### src/rtl/some_sub_module_pkg.sv
// Shared constants and helpers for the serial-to-parallel deserializer.
package some_sub_module_pkg;

   localparam int NIBBLE_W = 4;

   // Bit-counter width; never narrower than the 2-bit in-nibble index.
   function automatic int clog2(input int n);
      int r;
      r = $clog2(n);
      return (r < 2) ? 2 : r;
   endfunction

endpackage

### src/rtl/some_sub_module_if.sv
// Serial input strobe/data and parallel nibble/word results of the deserializer.
interface some_sub_module_if #(
   parameter int W_DATA = 32
) ();

   logic              a;
   logic              b;
   logic [3:0]        c;
   logic              c_valid;
   logic [W_DATA-1:0] word;
   logic              word_valid;
   logic              parity;

   modport master (
      output a, b,
      input  c, c_valid, word, word_valid, parity
   );

   modport slave (
      input  a, b,
      output c, c_valid, word, word_valid, parity
   );

endinterface

### src/rtl/some_sub_module_nibble_shifter.sv
// Collects strobed serial bits LSB-first into a 4-bit nibble and reports each completed one.
module nibble_shifter
   import some_sub_module_pkg::*;
(
   input  logic                i_clk,
   input  logic                resetn,
   input  logic                a,
   input  logic                b,
   output logic [NIBBLE_W-1:0] fill,
   output logic [NIBBLE_W-1:0] nib,
   output logic                done
);

   logic [1:0]          pos;
   logic [NIBBLE_W-1:0] sr;
   logic                last;

   // Shift register with the bit being accepted already merged in.
   always_comb begin
      fill      = sr;
      fill[pos] = b;
   end

   assign last = a && (pos == 2'd3);

   always_ff @(posedge i_clk or negedge resetn) begin
      if (!resetn) begin
         pos  <= 2'd0;
         sr   <= '0;
         nib  <= '0;
         done <= 1'b0;
      end else begin
         done <= last;
         if (a) begin
            pos <= pos + 2'd1;
            sr  <= fill;
            if (last)
               nib <= fill;
         end
      end
   end

endmodule

### src/rtl/some_sub_module.sv
// Deserializer top: nibbles come from the shifter, words and parity are assembled here.
module some_sub_module
   import some_sub_module_pkg::*;
#(
   parameter int W_DATA = 32
) (
   input  logic            i_clk,
   input  logic            resetn,
   some_sub_module_if.slave bus
);

   localparam int CNT_W = clog2(W_DATA);

   logic [CNT_W-1:0]    cnt;
   logic [CNT_W-1:0]    slot_lsb;
   logic [W_DATA-1:0]   shadow;
   logic [W_DATA-1:0]   word_full;
   logic [W_DATA-1:0]   word_q;
   logic [NIBBLE_W-1:0] fill;
   logic [NIBBLE_W-1:0] nib;
   logic                nib_done;
   logic                nib_last;
   logic                last_bit;
   logic                parity_q;
   logic                word_valid_q;

   nibble_shifter u_nibble_shifter (
      .i_clk  (i_clk),
      .resetn (resetn),
      .a      (bus.a),
      .b      (bus.b),
      .fill   (fill),
      .nib    (nib),
      .done   (nib_done)
   );

   assign nib_last = (cnt[1:0] == 2'd3);
   assign last_bit = (cnt == CNT_W'(W_DATA - 1));
   assign slot_lsb = cnt & ~CNT_W'(3);

   // Word shadow with the nibble completing on this edge already in its slot.
   always_comb begin
      word_full                       = shadow;
      word_full[slot_lsb +: NIBBLE_W] = fill;
   end

   always_ff @(posedge i_clk or negedge resetn) begin
      if (!resetn) begin
         cnt          <= '0;
         shadow       <= '0;
         word_q       <= '0;
         parity_q     <= 1'b0;
         word_valid_q <= 1'b0;
      end else begin
         word_valid_q <= bus.a && last_bit;
         if (bus.a) begin
            cnt <= last_bit ? '0 : cnt + CNT_W'(1);
            if (nib_last)
               shadow <= word_full;
            if (last_bit) begin
               word_q   <= word_full;
               parity_q <= ^word_full;
            end
         end
      end
   end

   assign bus.c          = nib;
   assign bus.c_valid    = nib_done;
   assign bus.word       = word_q;
   assign bus.word_valid = word_valid_q;
   assign bus.parity     = parity_q;

endmodule

### src/flat_wrapper.sv
// flat-port wrapper written by rule: the top's interface ports become plain ports
module some_sub_module_flat import some_sub_module_pkg::*;
#(
   parameter int W_DATA = 32
)
  (i_clk, resetn, bus_a, bus_b, bus_c, bus_c_valid, bus_word, bus_word_valid, bus_parity);
  some_sub_module_if #(.W_DATA(W_DATA)) bus_i ();
  input  logic i_clk;
  input  logic resetn;
  input wire logic [$bits(bus_i.a)-1:0] bus_a;
  input wire logic [$bits(bus_i.b)-1:0] bus_b;
  output wire logic [$bits(bus_i.c)-1:0] bus_c;
  output wire logic [$bits(bus_i.c_valid)-1:0] bus_c_valid;
  output wire logic [$bits(bus_i.word)-1:0] bus_word;
  output wire logic [$bits(bus_i.word_valid)-1:0] bus_word_valid;
  output wire logic [$bits(bus_i.parity)-1:0] bus_parity;
  assign bus_i.a = bus_a;
  assign bus_i.b = bus_b;
  assign bus_c = bus_i.c;
  assign bus_c_valid = bus_i.c_valid;
  assign bus_word = bus_i.word;
  assign bus_word_valid = bus_i.word_valid;
  assign bus_parity = bus_i.parity;
  some_sub_module #(.W_DATA(W_DATA)) u_core (.i_clk(i_clk), .resetn(resetn), .bus(bus_i));
endmodule
### config.mk
export PLATFORM = sky130hd
export DESIGN_NAME = some_sub_module_flat
export DESIGN_NICKNAME = d
export VERILOG_FILES = /design/src/rtl/some_sub_module_pkg.sv /design/src/rtl/some_sub_module_if.sv /design/src/rtl/some_sub_module_nibble_shifter.sv /design/src/rtl/some_sub_module.sv /design/src/flat_wrapper.sv
export SDC_FILE = /design/constraint.sdc
export NUM_CORES = 1
export LEC_CHECK = 0
export CAP_MARGIN = 10
export CELL_PAD_IN_SITES_DETAIL_PLACEMENT = 1
export CELL_PAD_IN_SITES_GLOBAL_PLACEMENT = 1
export CORE_ASPECT_RATIO = 0.9
export CORE_MARGIN = 2
export CORE_UTILIZATION = 45
export DETAILED_ROUTE_END_ITERATION = 10
export PLACE_DENSITY = 0.79
export SYNTH_ARGS = -nofsm -noshare
export SYNTH_HDL_FRONTEND = slang
export SYNTH_SLANG_ARGS = --single-unit
### constraint.sdc
create_clock -name i_clk -period 4.1 [get_ports i_clk]
set_clock_uncertainty 0.1 [all_clocks]
set_input_delay 0.82 -clock i_clk [delete_from_list [all_inputs] [get_ports i_clk]]
set_output_delay 0.82 -clock i_clk [all_outputs]
set_load 0.01 [all_outputs]
# Yosys cells after proc, flatten, opt, wreduce, memory -nomap -nowiden
# Index checks and enable logic that the tools add are counted.
# W data, S select, Z words.
[totals]
register_bits = 82
elab_cells = 31
[op_classes]
eq_ne = 3
add_sub_neg = 3
magnitude_cmp = 2
n_mux = 5
shifts = 2
reduce_logical = 7
[op_table]
columns = ["op", "count"]
rows = [
  ["$bwmux W32", 1],
  ["$reduce_xor A32 Y1", 1],
  ["$shift A4 B7 Y32 const A", 1],
  ["$shiftx A4 B7 Y32", 1],
  ["$neg A5 Y7", 1],
  ["$reduce_and A2 Y1", 3],
  ["$add A5 B1 Y5 const B", 1],
  ["$eq A5 B5 Y1 const B", 1],
  ["$mux W5", 1],
  ["$bwmux W4", 1],
  ["$eq A2 B2 Y1 const B", 2],
  ["$logic_and A1 B1 Y1", 3],
  ["$lt A2 B3 Y1 const B", 1],
  ["$add A2 B1 Y2 const B", 1],
  ["$demux W1 S2", 1],
  ["$ge A2 B1 Y1 const B", 1],
  ["$mux W1", 1],
]

# Logic depth before layout (Yosys ltp)
[logic_depth]
ltp_word = 8
mapped_depth = 13
ltp_nobuf = 12

# Cells and area by module
# From an unflattened synthesis, not the netlist that was laid out.
[hier_totals]
hier_cells = 389
area_unflattened_um2 = 4311.6
[by_module_without_submodules]
columns = ["mod", "area_per_inst_um2", "instances", "cells_per_inst"]
rows = [
  ["some_sub_module", 3772.4, 1, 350],
  ["nibble_shifter", 539.3, 1, 39],
]

# Worst setup path after synthesis
# Ideal clock, no wire load.
[synth_path]
path_kind = "reg2reg"
from = "reg u_core.cnt[2]"
to = "reg u_core.parity_q, in the netlist u_core.bus.parity"
t_arrival_ps = 2942
required_time_ps = 3871
slack_ps = 929
path_buffers = 1
path_stages_with_launch = 13
path_cell_list = "dfrtp_1 > inv_1 > ha_1 > ha_1 > clkbuf_1 > nand3_1 > mux2i_1 > xnor2_1 > o21ai_0 > xnor2_1 > xnor3_1 > xor3_1 > o21ai_1"
[synth_via]
elab_chain_cells = 4
elab_cells_between_ends = 7
cone_classes = "add/sub (1); eq/ne (1); shift (2); mux (1); reduce/logical (2)"
[synth_rtl]
columns = ["item", "line", "source"]
rows = [
  ["start, declared", "some_sub_module.sv:14", "logic [CNT_W-1:0] cnt;"],
  ["start signal, assigned", "some_sub_module.sv:57", "cnt <= last_bit ? '0 : cnt + CNT_W'(1);"],
  ["$neg A5 Y7", "some_sub_module.sv:44", "word_full[slot_lsb +: NIBBLE_W] = fill;"],
  ["$shiftx A4 B7 Y32 / $shift A4 B7 Y32 (equally long branches)", "some_sub_module.sv:44", ""],
  ["$bwmux W32", "some_sub_module.sv:44", ""],
  ["$reduce_xor A32 Y1", "some_sub_module.sv:62", "parity_q <= ^word_full;"],
  ["end signal, assigned", "some_sub_module.sv:62", ""],
  ["end, declared", "some_sub_module.sv:24", "logic parity_q;"],
]
# Several ways; a longest one is shown, not always the timed one.
# A chain may end at the register's enable or synchronous reset.

# Final worst setup path
# Ends and elaborated chain as after synthesis.

==> impl_metrics.json <==
{
  "hold_violations": 0,
  "grt_usage_pct": 21.5,
  "synthAdderAreaFrac_pct": 3.77,
  "max_stage_delay_ns": 0.55,
  "wire_per_inst_um": 17.4,
  "hpwl_um": 7580,
  "min_period_over_period_pct": 89.4,
  "yosys_warnings": 0,
  "ios": 43,
  "worst_ep_required_time_ns": 4.24,
  "async_reset_ff_share_pct": 100,
  "grt_pass1_wl_um": 17400,
  "routed_via_density": 5.36,
  "cp_num_buf_inv": 1,
  "antenna_found_initial": 0,
  "endpoint_kind": "register",
  "path_max_fanout": 11,
  "drc": 0,
  "drtIter0Drc": 105,
  "synthCells": 435,
  "rsz0062_at_grt": "false",
  "cts_buffers": 9,
  "diodes": 0,
  "critPathSlowestCell": "dfrtp_1",
  "path_clk_slew_ns": 0.09,
  "grt_max_degree": 83,
  "slew_violations": 0,
  "vias": 3200,
  "globalRouteOverflowTotal": 0,
  "numPortBuffers": 42,
  "setup_viol": 0,
  "finalCriticalPeriod_ns": 3.67,
  "nets": 489,
  "htree_levels": 3,
  "place_congestion": 0.932,
  "max_slew_margin_pct": 31.2,
  "yosysSeqAreaShare_pct": 47.6,
  "ys_ff_latch": 82,
  "crit_family": "XOR/XNOR gates",
  "drt_first_pass_iters": 4,
  "post-cts-setup-buffers": 0,
  "final_core_util_pct": 55.0,
  "cts_resized": 0,
  "tritoncts_num_sinks": 82,
  "total_power_mw": 4.31,
  "synth.area.mux_share_pct": 11.1,
  "syn_area_per_cell_um2": 9.91,
  "die_height_um": 96.9,
  "crit_path_start_kind": "register",
  "powerDensity_nw_per_um2": 851,
  "clock_latency_ns": 0.36,
  "yosys.area_share.simple_pct": 13.4,
  "hold_path_class": "reg -> reg",
  "rows": 33,
  "cts_hold_repair.buffers": 0,
  "drive_gt1_share_pct": 13.1,
  "die_area_um2": 10400,
  "leakage_nw": 2.18,
  "finalSetupTns_ns": 0,
  "area_growth_pct": 17.6,
  "netlist_area_um2": 4310,
  "synth_compound_area_share_pct": 10.9,
  "worstPathCellList": "inv_1 > ha_1 > ha_1 > or3b_1 > nor2_2 > mux2i_1 > xnor2_1 > o21ai_0 > xnor2_1 > xnor3_1 > xor3_1 > o21ai_1",
  "ir_drop_uv": 407,
  "cts_tree": "built",
  "tightestPinTransition_ns": 1.03,
  "root_buffer": "clkbuf_8",
  "path_class": "reg -> reg",
  "status": "finished clean",
  "clockBufferDepth": 2,
  "timing.hold.ws_ns": 0.386,
  "max_freq_ghz": 0.273,
  "synth_cell_types": 41,
  "synth_fp_nets": 452,
  "synth_xor_xnor_area_share_pct": 9.58,
  "die_w_um": 107,
  "synth_top_family_by_area": "simple AND/OR/NAND/NOR gates",
  "grt_pass1_vias": 3410,
  "wl_um": 10400,
  "ant_nets": 0,
  "timing.max_cap.violations": 0,
  "core_um2": 9210,
  "initial_utilization_pct": 46.8,
  "synth_ff_type": "dfrtp_1",
  "synth_enable_flop_cells": 0,
  "worstPathArrival_ns": 3.80
}
==> kinds of logic after synthesis <==
family | Yosys count
compound gates | 89
buf+inv | 35
flops | 82
simple gates | 130
fa+ha+maj | 13
mux | 43
xor+xnor | 43
==> cells in the final DEF (no fill, tap or decap), types with 3 or more instances in the layout <==
cell type	count
dfrtp_1	82
nand2_1	58
o21ai_0	55
clkdlybuf4s50_1	41
xnor2_1	32
nor2_1	31
a21oi_1	25
mux2_2	24
mux2i_1	17
nor3_1	15
ha_1	13
buf_4	11
clkbuf_8	9
inv_1	8
xor2_1	8
nand3_1	6
nand2b_1	3
bufinv_16	3
==> layout make-up <==
type                       count  area (µm²)
fill                        1031        4140
sequential                    82        2050
clock inverter                 5         105
clock buffer                   9         124
tap                          122         153
multi-input combinational    318        2100
inverter                       8        30.0
timing repair buffer          53         500
==> registers in the layout, indices dropped and copies added, names as in the netlist <==
name,cells
u_core.bus.parity,1
u_core.bus.word,32
u_core.bus.word_valid,1
u_core.cnt,5
u_core.shadow,32
u_core.u_nibble_shifter.done,1
u_core.u_nibble_shifter.nib,4
u_core.u_nibble_shifter.pos,2
u_core.u_nibble_shifter.sr,4
==> layer usage <==
layer,part of all wire (%),up-vias,GRT usage [%]
met5,0,-,0
met4,1.4,0,5.89
met3,3.4,12,4.92
met2,50,48,36.1
met1,45,1607,27.7
li1,-,1533,-
==> synthesized netlist by cell type (all sizes together), types with 2 or more instances <==
cell type	instances	area, µm²
xnor2	32	280
xor2	9	86.3
ha	13	163
nand2b	3	18.8
or2	2	12.5
dfrtp	82	2050
nand3	6	30.0
a21oi	25	125
nor2	32	123
buf	7	52.5
mux2i	19	206
o22ai	2	18.8
nand3b	2	15.0
inv	8	30.0
nor2b	2	12.5
clkbuf	20	75.1
mux2	24	270
o21ai	58	298
or3	2	12.5
a31oi	2	12.5
nor3	15	75.1
nor4b	2	17.5
nand2	60	228
==> power breakdown <==
group	total [mW]	leakage [nW]	switching, mW	internal [mW]
clock network	0.692	0.107	0.294	0.398
registers	1.24	1.10	0.216	1.03
logic	2.38	0.967	1.18	1.20
==> worst min-delay path, stage by stage, from the launching register on <==
cell	delay, ns
dfrtp_1	0.35
nand2_1	0.05
o21ai_0	0.06
==> per-stage QoR <==
stage | instances | area, µm² | setup slack, ns
global route | 597 | 5070 | 0.156
detailed placement | 582 | 4830 | 0.326
finish | 597 | 5070 | 0.433
floorplan | 435 | 4310 | 0.929
CTS | 596 | 5060 | 0.409
global placement | 582 | 4830 | 0.436
==> worst paths after layout <==
check | startpoint | end | slack (ns) | cells past startpoint
max in group asynchronous | resetn | u_core.bus.word[12]$_DFFE_PN0P_ | 2.70 | 1
max | u_core.cnt[2]$_DFFE_PN0P_ | u_core.bus.parity$_DFFE_PN0P_ | 0.43 | 12
min | u_core.bus.word[23]$_DFFE_PN0P_ | u_core.bus.word[23]$_DFFE_PN0P_ | 0.39 | 2
min in group asynchronous | resetn | u_core.bus.word[19]$_DFFE_PN0P_ | 0.53 | 1
max reg2reg | u_core.cnt[2]$_DFFE_PN0P_ | u_core.bus.parity$_DFFE_PN0P_ | 0.43 | 12
min reg2reg | u_core.bus.word[23]$_DFFE_PN0P_ | u_core.bus.word[23]$_DFFE_PN0P_ | 0.39 | 2
Note: power is estimated with default switching activity, not from simulation.
